`src/rtl/multicycle_controlunit_pkg.sv`:
```
// ----------------------------------------------------------------------------
// cu_pkg: shared types and encodings for the multicycle control unit. Rev 1.0
// ----------------------------------------------------------------------------
`default_nettype none

package cu_pkg;

  typedef enum logic [2:0] {
    ST_FETCH  = 3'd0,
    ST_DECODE = 3'd1,
    ST_EXEC   = 3'd2,
    ST_MEM    = 3'd3,
    ST_WB     = 3'd4
  } state_e;

  typedef enum logic [2:0] {
    CL_RTYPE   = 3'd0,
    CL_LI      = 3'd1,
    CL_ADDI    = 3'd2,
    CL_LW      = 3'd3,
    CL_SW      = 3'd4,
    CL_BEQ     = 3'd5,
    CL_ILLEGAL = 3'd6
  } iclass_e;

  localparam logic [5:0] OP_RTYPE = 6'b000000;
  localparam logic [5:0] OP_LI    = 6'b111111;
  localparam logic [5:0] OP_ADDI  = 6'b001000;
  localparam logic [5:0] OP_LW    = 6'b100011;
  localparam logic [5:0] OP_SW    = 6'b101011;
  localparam logic [5:0] OP_BEQ   = 6'b000100;

  localparam logic [5:0] FN_ADD = 6'b100000;
  localparam logic [5:0] FN_SUB = 6'b100010;
  localparam logic [5:0] FN_AND = 6'b100100;
  localparam logic [5:0] FN_OR  = 6'b100101;
  localparam logic [5:0] FN_SLL = 6'b000000;
  localparam logic [5:0] FN_SRL = 6'b000010;

  localparam logic [2:0] ALU_ADD = 3'd0;
  localparam logic [2:0] ALU_SUB = 3'd1;
  localparam logic [2:0] ALU_AND = 3'd2;
  localparam logic [2:0] ALU_OR  = 3'd3;
  localparam logic [2:0] ALU_SLL = 3'd4;
  localparam logic [2:0] ALU_SRL = 3'd5;

  function automatic logic uses_imm(input iclass_e c);
    return (c == CL_ADDI) || (c == CL_LW) || (c == CL_SW);
  endfunction

  // Writeback from the immediate/memory path rather than the ALU result.
  function automatic logic writes_from_imm(input iclass_e c);
    return (c == CL_LI) || (c == CL_LW);
  endfunction

endpackage

`default_nettype wire

```
`src/rtl/multicycle_controlunit_decode.sv`:
```
// ----------------------------------------------------------------------------
// cu_decode: maps (opcode, functcode) to instruction class and ALU select. Rev 1.0
// ----------------------------------------------------------------------------
`default_nettype none

module cu_decode
  import cu_pkg::*;
#(
  parameter int unsigned OPW     = 6,
  parameter int unsigned FNW     = 6,
  parameter int unsigned ALUSELW = 3
) (
  input  logic [OPW-1:0]     opcode_i,
  input  logic [FNW-1:0]     functcode_i,
  output iclass_e            class_o,
  output logic [ALUSELW-1:0] alusel_o
);

  always_comb begin
    class_o  = CL_ILLEGAL;
    alusel_o = '0;
    case (opcode_i)
      OPW'(OP_RTYPE): begin
        class_o = CL_RTYPE;
        case (functcode_i)
          FNW'(FN_ADD): alusel_o = ALUSELW'(ALU_ADD);
          FNW'(FN_SUB): alusel_o = ALUSELW'(ALU_SUB);
          FNW'(FN_AND): alusel_o = ALUSELW'(ALU_AND);
          FNW'(FN_OR):  alusel_o = ALUSELW'(ALU_OR);
          FNW'(FN_SLL): alusel_o = ALUSELW'(ALU_SLL);
          FNW'(FN_SRL): alusel_o = ALUSELW'(ALU_SRL);
          default:      class_o  = CL_ILLEGAL;
        endcase
      end
      OPW'(OP_LI): begin
        class_o  = CL_LI;
        alusel_o = ALUSELW'(ALU_ADD);
      end
      OPW'(OP_ADDI): begin
        class_o  = CL_ADDI;
        alusel_o = ALUSELW'(ALU_ADD);
      end
      OPW'(OP_LW): begin
        class_o  = CL_LW;
        alusel_o = ALUSELW'(ALU_ADD);
      end
      OPW'(OP_SW): begin
        class_o  = CL_SW;
        alusel_o = ALUSELW'(ALU_ADD);
      end
      OPW'(OP_BEQ): begin
        class_o  = CL_BEQ;
        alusel_o = ALUSELW'(ALU_SUB);
      end
      default: begin
        class_o  = CL_ILLEGAL;
        alusel_o = '0;
      end
    endcase
  end

endmodule

`default_nettype wire

```
`src/rtl/multicycle_controlunit.sv`:
```
// ----------------------------------------------------------------------------
// multicycle_controlunit: FETCH/DECODE/EXEC/MEM/WB sequencer with retire count. Rev 1.0
// ----------------------------------------------------------------------------
`default_nettype none

module multicycle_controlunit
  import cu_pkg::*;
#(
  parameter int unsigned OPW     = 6,
  parameter int unsigned FNW     = 6,
  parameter int unsigned ALUSELW = 3,
  parameter int unsigned CNTW    = 16
) (
  input  logic               clk,
  input  logic               reset,
  input  logic [OPW-1:0]     opcode,
  input  logic [FNW-1:0]     functcode,
  input  logic               mem_ready,
  input  logic               zero,
  output logic [ALUSELW-1:0] alusel,
  output logic               writesel,
  output logic               writereg,
  output logic               alusrc_imm,
  output logic               memread,
  output logic               memwrite,
  output logic               irwrite,
  output logic               pcwrite,
  output logic               instr_done,
  output logic               illegal,
  output logic [CNTW-1:0]    retired
);

  state_e             state_q;
  state_e             state_d;
  iclass_e            class_q;
  logic [ALUSELW-1:0] alusel_q;
  logic [CNTW-1:0]    retired_q;

  iclass_e            dec_class;
  logic [ALUSELW-1:0] dec_alusel;

  logic [ALUSELW-1:0] w_alusel;
  logic               w_writesel;
  logic               w_writereg;
  logic               w_alusrc_imm;
  logic               w_memread;
  logic               w_memwrite;
  logic               w_irwrite;
  logic               w_pcwrite;
  logic               w_instr_done;
  logic               w_illegal;

  cu_decode #(
    .OPW     (OPW),
    .FNW     (FNW),
    .ALUSELW (ALUSELW)
  ) u_decode (
    .opcode_i    (opcode),
    .functcode_i (functcode),
    .class_o     (dec_class),
    .alusel_o    (dec_alusel)
  );

  always_comb begin
    state_d      = state_q;
    w_alusel     = '0;
    w_writesel   = 1'b0;
    w_writereg   = 1'b0;
    w_alusrc_imm = 1'b0;
    w_memread    = 1'b0;
    w_memwrite   = 1'b0;
    w_irwrite    = 1'b0;
    w_pcwrite    = 1'b0;
    w_instr_done = 1'b0;
    w_illegal    = 1'b0;
    unique case (state_q)
      ST_FETCH: begin
        w_memread = 1'b1;
        w_irwrite = mem_ready;
        w_pcwrite = mem_ready;
        state_d   = mem_ready ? ST_DECODE : ST_FETCH;
      end
      ST_DECODE: begin
        w_illegal = (dec_class == CL_ILLEGAL);
        state_d   = w_illegal ? ST_FETCH : ST_EXEC;
      end
      ST_EXEC: begin
        w_alusel     = alusel_q;
        w_alusrc_imm = uses_imm(class_q);
        if (class_q == CL_BEQ) begin
          w_pcwrite    = zero;
          w_instr_done = 1'b1;
          state_d      = ST_FETCH;
        end else if ((class_q == CL_LW) || (class_q == CL_SW)) begin
          state_d = ST_MEM;
        end else begin
          state_d = ST_WB;
        end
      end
      ST_MEM: begin
        w_alusel     = alusel_q;
        w_alusrc_imm = uses_imm(class_q);
        w_memread    = (class_q == CL_LW);
        w_memwrite   = (class_q == CL_SW);
        if (mem_ready) begin
          w_instr_done = (class_q == CL_SW);
          state_d      = (class_q == CL_SW) ? ST_FETCH : ST_WB;
        end
      end
      ST_WB: begin
        w_alusel     = alusel_q;
        w_alusrc_imm = uses_imm(class_q);
        w_writesel   = writes_from_imm(class_q);
        w_writereg   = 1'b1;
        w_instr_done = 1'b1;
        state_d      = ST_FETCH;
      end
      default: state_d = ST_FETCH;
    endcase
  end

  always_ff @(posedge clk) begin
    if (reset) begin
      state_q   <= ST_FETCH;
      class_q   <= CL_RTYPE;
      alusel_q  <= '0;
      retired_q <= '0;
    end else begin
      state_q <= state_d;
      if (state_q == ST_DECODE) begin
        class_q  <= dec_class;
        alusel_q <= dec_alusel;
      end
      if (w_instr_done) begin
        retired_q <= retired_q + CNTW'(1);
      end
    end
  end

  // Reset forces every output low combinationally, even before the first edge.
  assign alusel     = reset ? '0   : w_alusel;
  assign writesel   = reset ? 1'b0 : w_writesel;
  assign writereg   = reset ? 1'b0 : w_writereg;
  assign alusrc_imm = reset ? 1'b0 : w_alusrc_imm;
  assign memread    = reset ? 1'b0 : w_memread;
  assign memwrite   = reset ? 1'b0 : w_memwrite;
  assign irwrite    = reset ? 1'b0 : w_irwrite;
  assign pcwrite    = reset ? 1'b0 : w_pcwrite;
  assign instr_done = reset ? 1'b0 : w_instr_done;
  assign illegal    = reset ? 1'b0 : w_illegal;
  assign retired    = reset ? '0   : retired_q;

endmodule

`default_nettype wire

```
`config.mk`:
```
export PLATFORM = sky130hd
export DESIGN_NAME = multicycle_controlunit
export DESIGN_NICKNAME = d
export VERILOG_FILES = /design/src/rtl/multicycle_controlunit_pkg.sv /design/src/rtl/multicycle_controlunit_decode.sv /design/src/rtl/multicycle_controlunit.sv
export SDC_FILE = /design/constraint.sdc
export NUM_CORES = 1
export LEC_CHECK = 0
export ABC_CLOCK_PERIOD_IN_PS = 3300
export BUFFER_PORTS_ARGS = -buffer_cell sky130_fd_sc_hd__buf_2
export CORE_ASPECT_RATIO = 1.4
export CORE_MARGIN = 1
export CORE_UTILIZATION = 57
export DETAILED_ROUTE_END_ITERATION = 10
export PLACE_DENSITY = 0.89
export SETUP_SLACK_MARGIN = 0.15
export SKIP_LAST_GASP = 1
export SLEW_MARGIN = 25
export SYNTH_ARGS = -nofsm -noshare
export SYNTH_HDL_FRONTEND = slang
export SYNTH_SLANG_ARGS = --single-unit
export TNS_END_PERCENT = 5
```
`constraint.sdc`:
```
create_clock -name clk -period 3.3 [get_ports clk]
set_input_delay 0.495 -clock clk [delete_from_list [all_inputs] [get_ports clk]]
set_output_delay 0.495 -clock clk [all_outputs]
set_load 0.02 [all_outputs]
```
==> results of run 1 <==
## metrics by stage
step                hold slack [ns]  cells  utilization, %  power (uW)
floorplan                     0.427    210               -         365
global placement              0.437    281            68.1         389
detailed placement            0.439    281            68.1         391
CTS                           0.452    285            69.7         571
global route                  0.482    285            69.7         594
finish                        0.452    285            69.7         567
## worst max-delay path, cell delays in order, from the launching register on
cell and delay, ns:
dfxtp_1 0.45, and4bb_4 0.28, a32oi_4 0.62, a21boi_2 0.14, buf_2 0.19
## cell usage after synthesis, drive strengths merged (2+ instances only)
library cell	n
nor2	33
dfxtp	25
nor2b	17
mux2	14
a21oi	13
a211oi	11
nand2	10
and2	7
clkbuf	6
nand3	6
nand4	5
and3	4
buf	4
inv	4
nand2b	4
o21ai	4
and3b	3
nor3	3
nor3b	3
nor4	3
o21a	3
a21boi	2
and4	2
nor4b	2
o21bai	2
o31a	2
## state kept, by name, indices dropped and copies added (netlist names)
signal and flops:
class_q 3, state_q 3, retired_q 16, alusel_q 3
## metal layers
layer	wire length (um)	up-vias	share of wire, %	track usage [%]
met5	0	-	0	0
met4	31	0	0.84	5.71
met3	108	2	2.9	1.97
met2	2100	42	57	49.5
met1	1470	763	40	23.6
li1	-	847	-	-
## layout make-up
cell class                 count  share of cell area [%]
clock inverter                 1                   0.367
timing repair buffer          44                    10.9
tap                           37                    2.26
clock buffer                   3                    2.02
sequential                    25                    24.4
inverter                       4                   0.733
multi-input combinational    171                    59.3
## power by group through the flow
stage / Combinational (uW) / Sequential, uW / Clock, uW
6_report: 69.9 / 314 / 183
3_5_place_dp: 69.7 / 321 / 0
4_1_cts: 69.8 / 314 / 187
5_1_grt: 77.7 / 316 / 200
2_1_floorplan: 47.6 / 318 / 0
3_3_place_gp: 67.9 / 321 / 0
## how the worst min path moves through the flow
stage / startpoint / end / slack (ns) / cells after the start
4_1_cts: alusel_q[1] / alusel_q[1] / 0.45 / 2
5_1_grt: alusel_q[1] / alusel_q[1] / 0.48 / 2
2_1_floorplan: alusel_q[1] / alusel_q[1] / 0.43 / 2
6_report: alusel_q[1] / alusel_q[1] / 0.45 / 2
3_3_place_gp: alusel_q[2] / alusel_q[2] / 0.44 / 2
3_5_place_dp: alusel_q[1] / alusel_q[1] / 0.44 / 2
## cells in the final DEF, fill, tap and decap left out, drive strengths merged, types with 4 or more instances in the layout
| cell | Yosys | final |
|---|---|---|
| nand4 | 5 | 5 |
| inv | 4 | 4 |
| and3 | 4 | 4 |
| buf | 4 | 44 |
| nand2b | 4 | 4 |
| nand2 | 10 | 10 |
| and2 | 7 | 7 |
| a21oi | 13 | 13 |
| nor2 | 33 | 33 |
| mux2 | 14 | 14 |
| a211oi | 11 | 11 |
| o21ai | 4 | 4 |
| dfxtp | 25 | 25 |
| nor2b | 17 | 17 |
| nand3 | 6 | 6 |
## kinds of logic after synthesis
| group | Yosys count |
|---|---|
| adder cells (fa/ha/maj) | 1 |
| buffers and inverters | 14 |
| AND/OR/NAND/NOR | 109 |
| flip-flops | 25 |
| multiplexers | 14 |
| AO/OA/AOI/OAI | 47 |
==> impl_metrics.csv, run 1 <==
group,metric,value,unit
outcome,outcome,"complete, no violations",
placed_design,dpl_cell_area,2000,um^2
clocking,holdBufCountCts,0,
grt,antenna_found_initial,0,
floorplan,initial_core_util,61.3,%
critical_path,regToRegStartpoint,"state_q[0]",
floorplan,die_area,3390,um^2
floorplan,fp.dieH,68.5,um
logic_synthesis,synth_cell_types,54,
power_and_ir_drop,p_clk_share,32.2,%
critical_path,critPathMaxFanout,15,
floorplan,fp.dieW,49.5,um
logic_synthesis,synth_simple_gate_area_share,34.1,%
logic_synthesis,yosys_warnings,0,
logic_synthesis,synth_top_cell_by_area,"dfxtp_1",
logic_synthesis,synthAdderAreaFrac,0.695,%
logic_synthesis,syn_nets,227,
floorplan,fp-row-count,23,
route,drc,0,
route,post_drt_wl_per_cell,13.0,um
sta,relSlewSlack,49.7,%
logic_synthesis,avgSynthCellArea,8.57,um^2
clocking,htreeDepth,1,
route,drt_iter0_drc,36,
critical_path,startpoint,"state_q[0]",
layout,regArea,500,um^2
layout,drive_gt1_share,29.4,%
layout,fillers,268,
power_and_ir_drop,p_int,419,uW
clocking,cts_tree,"done",
grt,grt_first_pass_wirelength,6120,um
grt,grt_usage,23.0,%
logic_synthesis,async_flop_share,0,%
critical_path,critPathCaptureType,"primary output",
logic_synthesis,ys_ff_latch,25,
sta,finalSetupViolCount,0,
layout,multi_input_area,1210,um^2
sta,rsz0062_at_grt,"false",
sta,drv_slew,0,
critical_path,reg2reg_slack,1.21,ns
sta,hold_viol,0,
route,firstDrtPassIters,4,
grt,grt_max_degree,45,
logic_synthesis,muxShareOfSynthArea,10.4,%
clocking,cts_inserted_buffers,3,
power_and_ir_drop,seqPwrFrac,55.5,%
placed_design,place_congestion,0.888,
route,wl,3710,um
logic_synthesis,synth_seq_area_share,27.8,%
floorplan,core,2940,um^2
power_and_ir_drop,p_sw_share,26.0,%
logic_synthesis,synth-compound-area-share,22.2,%
logic_synthesis,syn_inst,210,
clocking,cts_max_path_buffers,2,
critical_path,worstPathArrival,1.93,ns
sta,layout_min_cycle_time,2.43,ns
logic_synthesis,synth.area.top_cells,"dfxtp_1 (28%), mux2_4 (6.7%), nor2_1 (6.7%)",
layout,num_antenna_cells,0,
clocking,cts_setup_buffers,0,
clocking,cts.reportedPaths.clkPinSlew,0.09,ns
sta,worst_slew_pin_slew,0.755,ns
critical_path,start_kind,"flop",
clocking,clk_latency,0.27,ns
clocking,cts_sinks,25,
clocking,post_cts_resize_count,0,
route,ant_nets,0,
floorplan,ios,44,
clocking,ctsRootBufferMaster,"clkbuf_8",
sta,setup_ws,0.871,ns
logic_synthesis,synthDominantCellAreaShare,27.8,%
run,maxCapViolCount,0,
placed_design,portBuffers,43,
critical_path,crit_end,"instr_done",
power_and_ir_drop,p_sw,147,uW
logic_synthesis,synth-edff-count,0,
power_and_ir_drop,peakVddDrop,0.275,mV
critical_path,r2r-end,"retired_q[13]",
sta,fmax,412,MHz
sta,finalCritPeriodShare,73.6,%
hold_path,hp-class,"reg2reg",
power_and_ir_drop,p_comb_share,12.3,%
critical_path,reg2reg_depth,4,
grt,grt_pass1_vias,1494,
placed_design,post-dp-hpwl,2890,um
critical_path,path_class,"reg2out",
placed_design,post-place-ws,0.898,ns
layout,finalInstanceArea,2050,um^2
grt,grt_overflow,0,
critical_path,required,2.80,ns
logic_synthesis,synth_xor_area_share,0,%
logic_synthesis,synth_ff_type,"dfxtp_1",
route,vias,1654,
layout,nNetsFinal,266,
layout,syn2layout_area_growth,13.7,%
power_and_ir_drop,power_leakage,0.000835,uW
sta,setup_tns,0,ns
route,vias_per_cell,5.80,
sta,skew,0.00708,ns
logic_synthesis,netlist_area,1800,um^2
logic_synthesis,synth_top_family_by_area,"simple AND/OR/NAND/NOR gates",
power_and_ir_drop,p_per_area,277,nW/um^2
No activity file was read; power rests on OpenSTA's default activity.
==> run 2, diff against run 1 <==
--- a/config.mk
+++ b/config.mk
@@ -5,13 +5,13 @@
 export SDC_FILE = /design/constraint.sdc
 export NUM_CORES = 1
 export LEC_CHECK = 0
-export ABC_CLOCK_PERIOD_IN_PS = 3300
+export ABC_CLOCK_PERIOD_IN_PS = 2300
 export BUFFER_PORTS_ARGS = -buffer_cell sky130_fd_sc_hd__buf_2
 export CORE_ASPECT_RATIO = 1.4
 export CORE_MARGIN = 1
-export CORE_UTILIZATION = 57
+export CORE_UTILIZATION = 53
 export DETAILED_ROUTE_END_ITERATION = 10
-export PLACE_DENSITY = 0.89
+export PLACE_DENSITY = 0.84
 export SETUP_SLACK_MARGIN = 0.15
 export SKIP_LAST_GASP = 1
 export SLEW_MARGIN = 25
==> constraint.sdc (replaced) <==
create_clock -name clk -period 2.3 [get_ports clk]
set_input_delay 0.345 -clock clk [delete_from_list [all_inputs] [get_ports clk]]
set_output_delay 0.345 -clock clk [all_outputs]
set_load 0.02 [all_outputs]
==> run 2 against run 1 <==
Against the previous run: sequential share of layout area shrank 0.96 points; non-clock buffer count rose by 9; sequential power increased by 43%; flip-flop and latch count is the same; critical path depth up 1; largest cell class unchanged.
==> impl_metrics.csv, run 2 (same netlist as run 1, synthesis figures left out) <==
group,metric,value,unit
placed_design,place_congestion,0.860,
floorplan,core,3180,um^2
sta,worst_slew_pin_slew,0.465,ns
route,post_drt_wl_per_cell,13.4,um
clocking,clk_latency,0.28,ns
hold_path,hp-start,"functcode[1]",
power_and_ir_drop,power_leakage,0.000878,uW
grt,antenna_found_initial,0,
sta,finalSetupViolCount,0,
floorplan,initial_core_util,56.6,%
placed_design,post-dp-hpwl,3140,um
route,firstDrtPassIters,4,
sta,drv_slew,0,
hold_path,min_to,"alusel_q[0]",
critical_path,worstPathArrival,1.76,ns
floorplan,ios,44,
clocking,cts_sinks,25,
layout,syn2layout_area_growth,18.6,%
critical_path,start_kind,"flop",
grt,grt_max_degree,23,
placed_design,post-place-ws,0.230,ns
critical_path,regToRegStartpoint,"state_q[1]",
sta,layout_min_cycle_time,2.11,ns
power_and_ir_drop,p_per_area,388,nW/um^2
layout,layout_commonest_cell,"buf_2",
sta,setup_tns,0,ns
clocking,htreeDepth,1,
layout,layout_common_cells,"buf_2 (43), nor2_1 (32), dfxtp_1 (24), nor2b_1 (17)",
floorplan,fp-row-count,24,
layout,finalInstanceArea,2140,um^2
sta,fmax,475,MHz
route,drc,0,
critical_path,critPathCaptureType,"primary output",
sta,relSlewSlack,69.0,%
layout,drive_gt1_share,32.7,%
clocking,ctsRootBufferMaster,"clkbuf_8",
critical_path,critPathMaxFanout,11,
critical_path,reg2reg_slack,0.27,ns
layout,nNetsFinal,275,
clocking,cts_inserted_buffers,3,
grt,grt_first_pass_wirelength,6670,um
clocking,cts.reportedPaths.clkPinSlew,0.09,ns
hold_path,holdPathStages,3,
grt,grt_pass1_vias,1643,
placed_design,portBuffers,43,
hold_path,hp-class,"in2reg",
critical_path,r2r-end,"retired_q[13]",
route,vias,1700,
floorplan,die_area,3640,um^2
critical_path,reg2reg_depth,5,
layout,top_register,"retired_q",
grt,grt_usage,23.5,%
sta,setup_ws,0.194,ns
route,vias_per_cell,5.74,
route,drt_iter0_drc,42,
critical_path,required,1.96,ns
floorplan,fp.dieH,71.0,um
placed_design,dpl_cell_area,2040,um^2
layout,num_antenna_cells,0,
floorplan,fp.dieW,51.3,um
critical_path,path_class,"reg2out",
grt,grt_overflow,0,
sta,hold_viol,0,
sta,finalCritPeriodShare,91.6,%
outcome,outcome,"complete, no violations",
route,wl,3980,um
clocking,cts_max_path_buffers,2,
sta,rsz0062_at_grt,"true",
clocking,holdBufCountCts,0,
power_and_ir_drop,peakVddDrop,0.317,mV
route,ant_nets,0,
sta,skew,0.00809,ns
run,maxCapViolCount,0,
clocking,cts_tree,"done",
layout,largest_reg_flops,16,
layout,utilization,67.1,%
-- run 2: repair_timing --
| action | CTS | global route |
|---|---|---|
| gates resized for setup | 2 | 1 |
| setup buffers | 4 | 1 |
| setup endpoints to repair | 1 | 2 |
| pin swaps | 1 | 1 |
-- run 2: final cells by class --
cell class	count	area, um^2
fillers	294	1050
flip-flops and latches	25	502
inverters	4	15.0
multi-input cells	171	1230
well taps	39	48.8
repair buffers	53	290
clock inverters	1	7.51
clock buffers	3	41.3
-- run 2: power breakdown --
part	switching, uW	internal [uW]	total, uW
logic	65.6	44.1	110
registers	9.72	440	449
clock network	148	123	271
total	223	607	830
-- run 2: worst max-delay path: stages, from the launching register on --
cell     delay (ns)
dfxtp_1        0.41
or3b_1         0.47
a21oi_2        0.21
buf_4          0.14
and2_1         0.11
buf_2          0.15
-- run 2: per-layer routing --
metal	GRT usage [%]	vias up	routed length (um)
li1	-	863	-
met1	23.2	785	1510
met2	47.4	43	2250
met3	2.80	9	141
met4	8.71	0	82
met5	0	-	0
-- run 2: worst max path at each step --
stage	startpoint	cells past startpoint	slack, ns	to
floorplan	opcode[1]	4	0.34	illegal
global placement	opcode[1]	6	0.24	illegal
detailed placement	opcode[1]	6	0.23	illegal
CTS	state_q[1]	4	0.17	instr_done
global route	state_q[1]	4	0.12	instr_done
finish	state_q[1]	5	0.19	alusel[1]
-- run 2: metrics by stage --
step	total power (uW)	std cells	hold slack [ns]
after global routing	857	296	0.365
final	830	296	0.324
after floorplan	525	210	0.427
after CTS	831	295	0.325
after detailed placement	566	287	0.446
after global placement	565	287	0.441
==> run 3, diff against run 2 <==
--- a/config.mk
+++ b/config.mk
@@ -11,6 +11,7 @@
 export CORE_MARGIN = 1
 export CORE_UTILIZATION = 53
 export DETAILED_ROUTE_END_ITERATION = 10
+export MAX_ROUTING_LAYER = met4
 export PLACE_DENSITY = 0.84
 export SETUP_SLACK_MARGIN = 0.15
 export SKIP_LAST_GASP = 1
==> run 3 against run 2 <==
Against the previous run: highest routed layer unchanged; clock power about the same; routed wire length about the same; die area unchanged; largest cell class unchanged; cell count unchanged; flip-flop and latch count unchanged; critical path depth unchanged.
==> impl_metrics.csv, run 3 (same netlist as run 1, synthesis figures left out) <==
group,metric,value,unit
power_and_ir_drop,power_leakage,0.000878,uW
critical_path,startpoint,"state_q[1]",
route,vias_per_cell,5.76,
grt,grt_pass1_vias,1644,
sta,relSlewSlack,69.6,%
layout,largest_reg_flops,16,
critical_path,regToRegStartpoint,"state_q[1]",
sta,setup_tns,0,ns
sta,finalSetupViolCount,0,
placed_design,place_congestion,0.874,
route,drt_iter0_drc,45,
power_and_ir_drop,peakVddDrop,0.315,mV
clocking,cts_tree,"done",
floorplan,fp-row-count,24,
critical_path,cp_cell_sequence,"or3b_1, a21oi_2, buf_4, and2_1, buf_2",
grt,grt_max_degree,23,
placed_design,post-dp-hpwl,3140,um
layout,final_cells,296,
layout,nNetsFinal,275,
route,wl,3980,um
floorplan,core,3180,um^2
placed_design,dp.cells,287,
clocking,holdBufCountCts,0,
critical_path,critPathMaxFanout,11,
critical_path,required,1.96,ns
placed_design,portBuffers,43,
sta,worst_slew_pin_slew,0.456,ns
power_and_ir_drop,p_per_area,388,nW/um^2
grt,grt_overflow,0,
sta,drv_slew,0,
hold_path,hp-class,"in2reg",
outcome,outcome,"complete, no violations",
clocking,cts.reportedPaths.clkPinSlew,0.09,ns
critical_path,slowest_stage,"or3b_1",
layout,fillers,294,
clocking,clk_latency,0.28,ns
critical_path,reg2reg_slack,0.27,ns
route,firstDrtPassIters,4,
route,post_drt_wl_per_cell,13.4,um
sta,layout_min_cycle_time,2.10,ns
route,ant_nets,0,
clocking,ctsRootBufferMaster,"clkbuf_8",
layout,num_antenna_cells,0,
critical_path,slowest_delay,0.47,ns
critical_path,start_kind,"flop",
critical_path,path_class,"reg2out",
clocking,cts_max_path_buffers,2,
layout,syn2layout_area_growth,18.6,%
hold_path,hp-start,"functcode[1]",
floorplan,die_area,3640,um^2
clocking,htreeDepth,1,
layout,finalInstanceArea,2140,um^2
critical_path,crit_end,"alusel[1]",
power_and_ir_drop,design_power_total,828,uW
route,drc,0,
sta,fmax,475,MHz
run,maxCapViolCount,0,
grt,grt_first_pass_wirelength,6660,um
route,vias,1705,
clocking,cts_inserted_buffers,3,
floorplan,ios,44,
grt,grt_usage,24.2,%
sta,skew,0.00833,ns
grt,antenna_found_initial,0,
critical_path,r2r-end,"retired_q[13]",
sta,hold_viol,0,
floorplan,fp.dieH,71.0,um
layout,layout_common_cells,"buf_2 (43), nor2_1 (32), dfxtp_1 (24), nor2b_1 (17)",
layout,top_register,"retired_q",
critical_path,worstPathArrival,1.76,ns
layout,drive_gt1_share,32.7,%
placed_design,dpl_cell_area,2040,um^2
sta,finalCritPeriodShare,91.5,%
clocking,cts_sinks,25,
sta,rsz0062_at_grt,"true",
floorplan,initial_core_util,56.6,%
critical_path,reg2reg_depth,5,
layout,layout_commonest_cell,"buf_2",
critical_path,critPathCaptureType,"primary output",
sta,hold_slack,0.324,ns
floorplan,fp.dieW,51.3,um
## run 3: how the worst min path moves through the flow
stage / cells past startpoint / to / slack, ns
floorplan: 2 / alusel_q[1] / 0.43
global placement: 2 / alusel_q[1] / 0.44
detailed placement: 2 / alusel_q[2] / 0.45
CTS: 3 / alusel_q[0] / 0.32
global route: 3 / alusel_q[0] / 0.37
finish: 3 / alusel_q[0] / 0.32
## run 3: per-stage QoR
stage	setup slack, ns	utilization [%]
after floorplan	0.344	-
after detailed placement	0.230	64.0
after global routing	0.125	67.1
after CTS	0.165	66.7
after global placement	0.240	64.0
final	0.197	67.1
## run 3: worst max-delay path: cells and delay by family, from the launching register on
| family | cells | cell delay, ns |
|---|---|---|
| AND/OR/NAND/NOR | 2 | 0.58 |
| flip-flops | 1 | 0.41 |
| AO/OA/AOI/OAI | 1 | 0.21 |
| buffers and inverters | 2 | 0.29 |
## run 3: final cells by class
type	instances	area, um^2	area share [%]
inverter	4	15.0	0.703
tap	39	48.8	2.28
timing repair buffer	53	290	13.6
clock inverter	1	7.51	0.351
multi-input combinational	171	1230	57.6
clock buffer	3	41.3	1.93
sequential	25	502	23.5
## run 3: power by group
| group | leakage [uW] | internal [uW] | switching, uW | total [uW] |
|---|---|---|---|---|
| registers | 0.000203 | 440 | 9.62 | 449 |
| clock network | 0.0000217 | 123 | 146 | 269 |
| logic | 0.000653 | 44.1 | 65.7 | 110 |
## run 3: timing repair
item / in CTS / in global routing
endpoints found under the setup margin: 1 / 2
resized for setup: 2 / 1
pin swaps: 1 / 1
setup buffers: 4 / 1
## run 3: metal layers
layer | up-vias | GRT usage, % | part of all wire [%]
met1 | 790 | 23.6 | 39
met5 | - | - | 0
met3 | 9 | 1.94 | 2.9
li1 | 863 | - | -
met4 | 0 | 8.71 | 2.1
met2 | 43 | 47.5 | 56
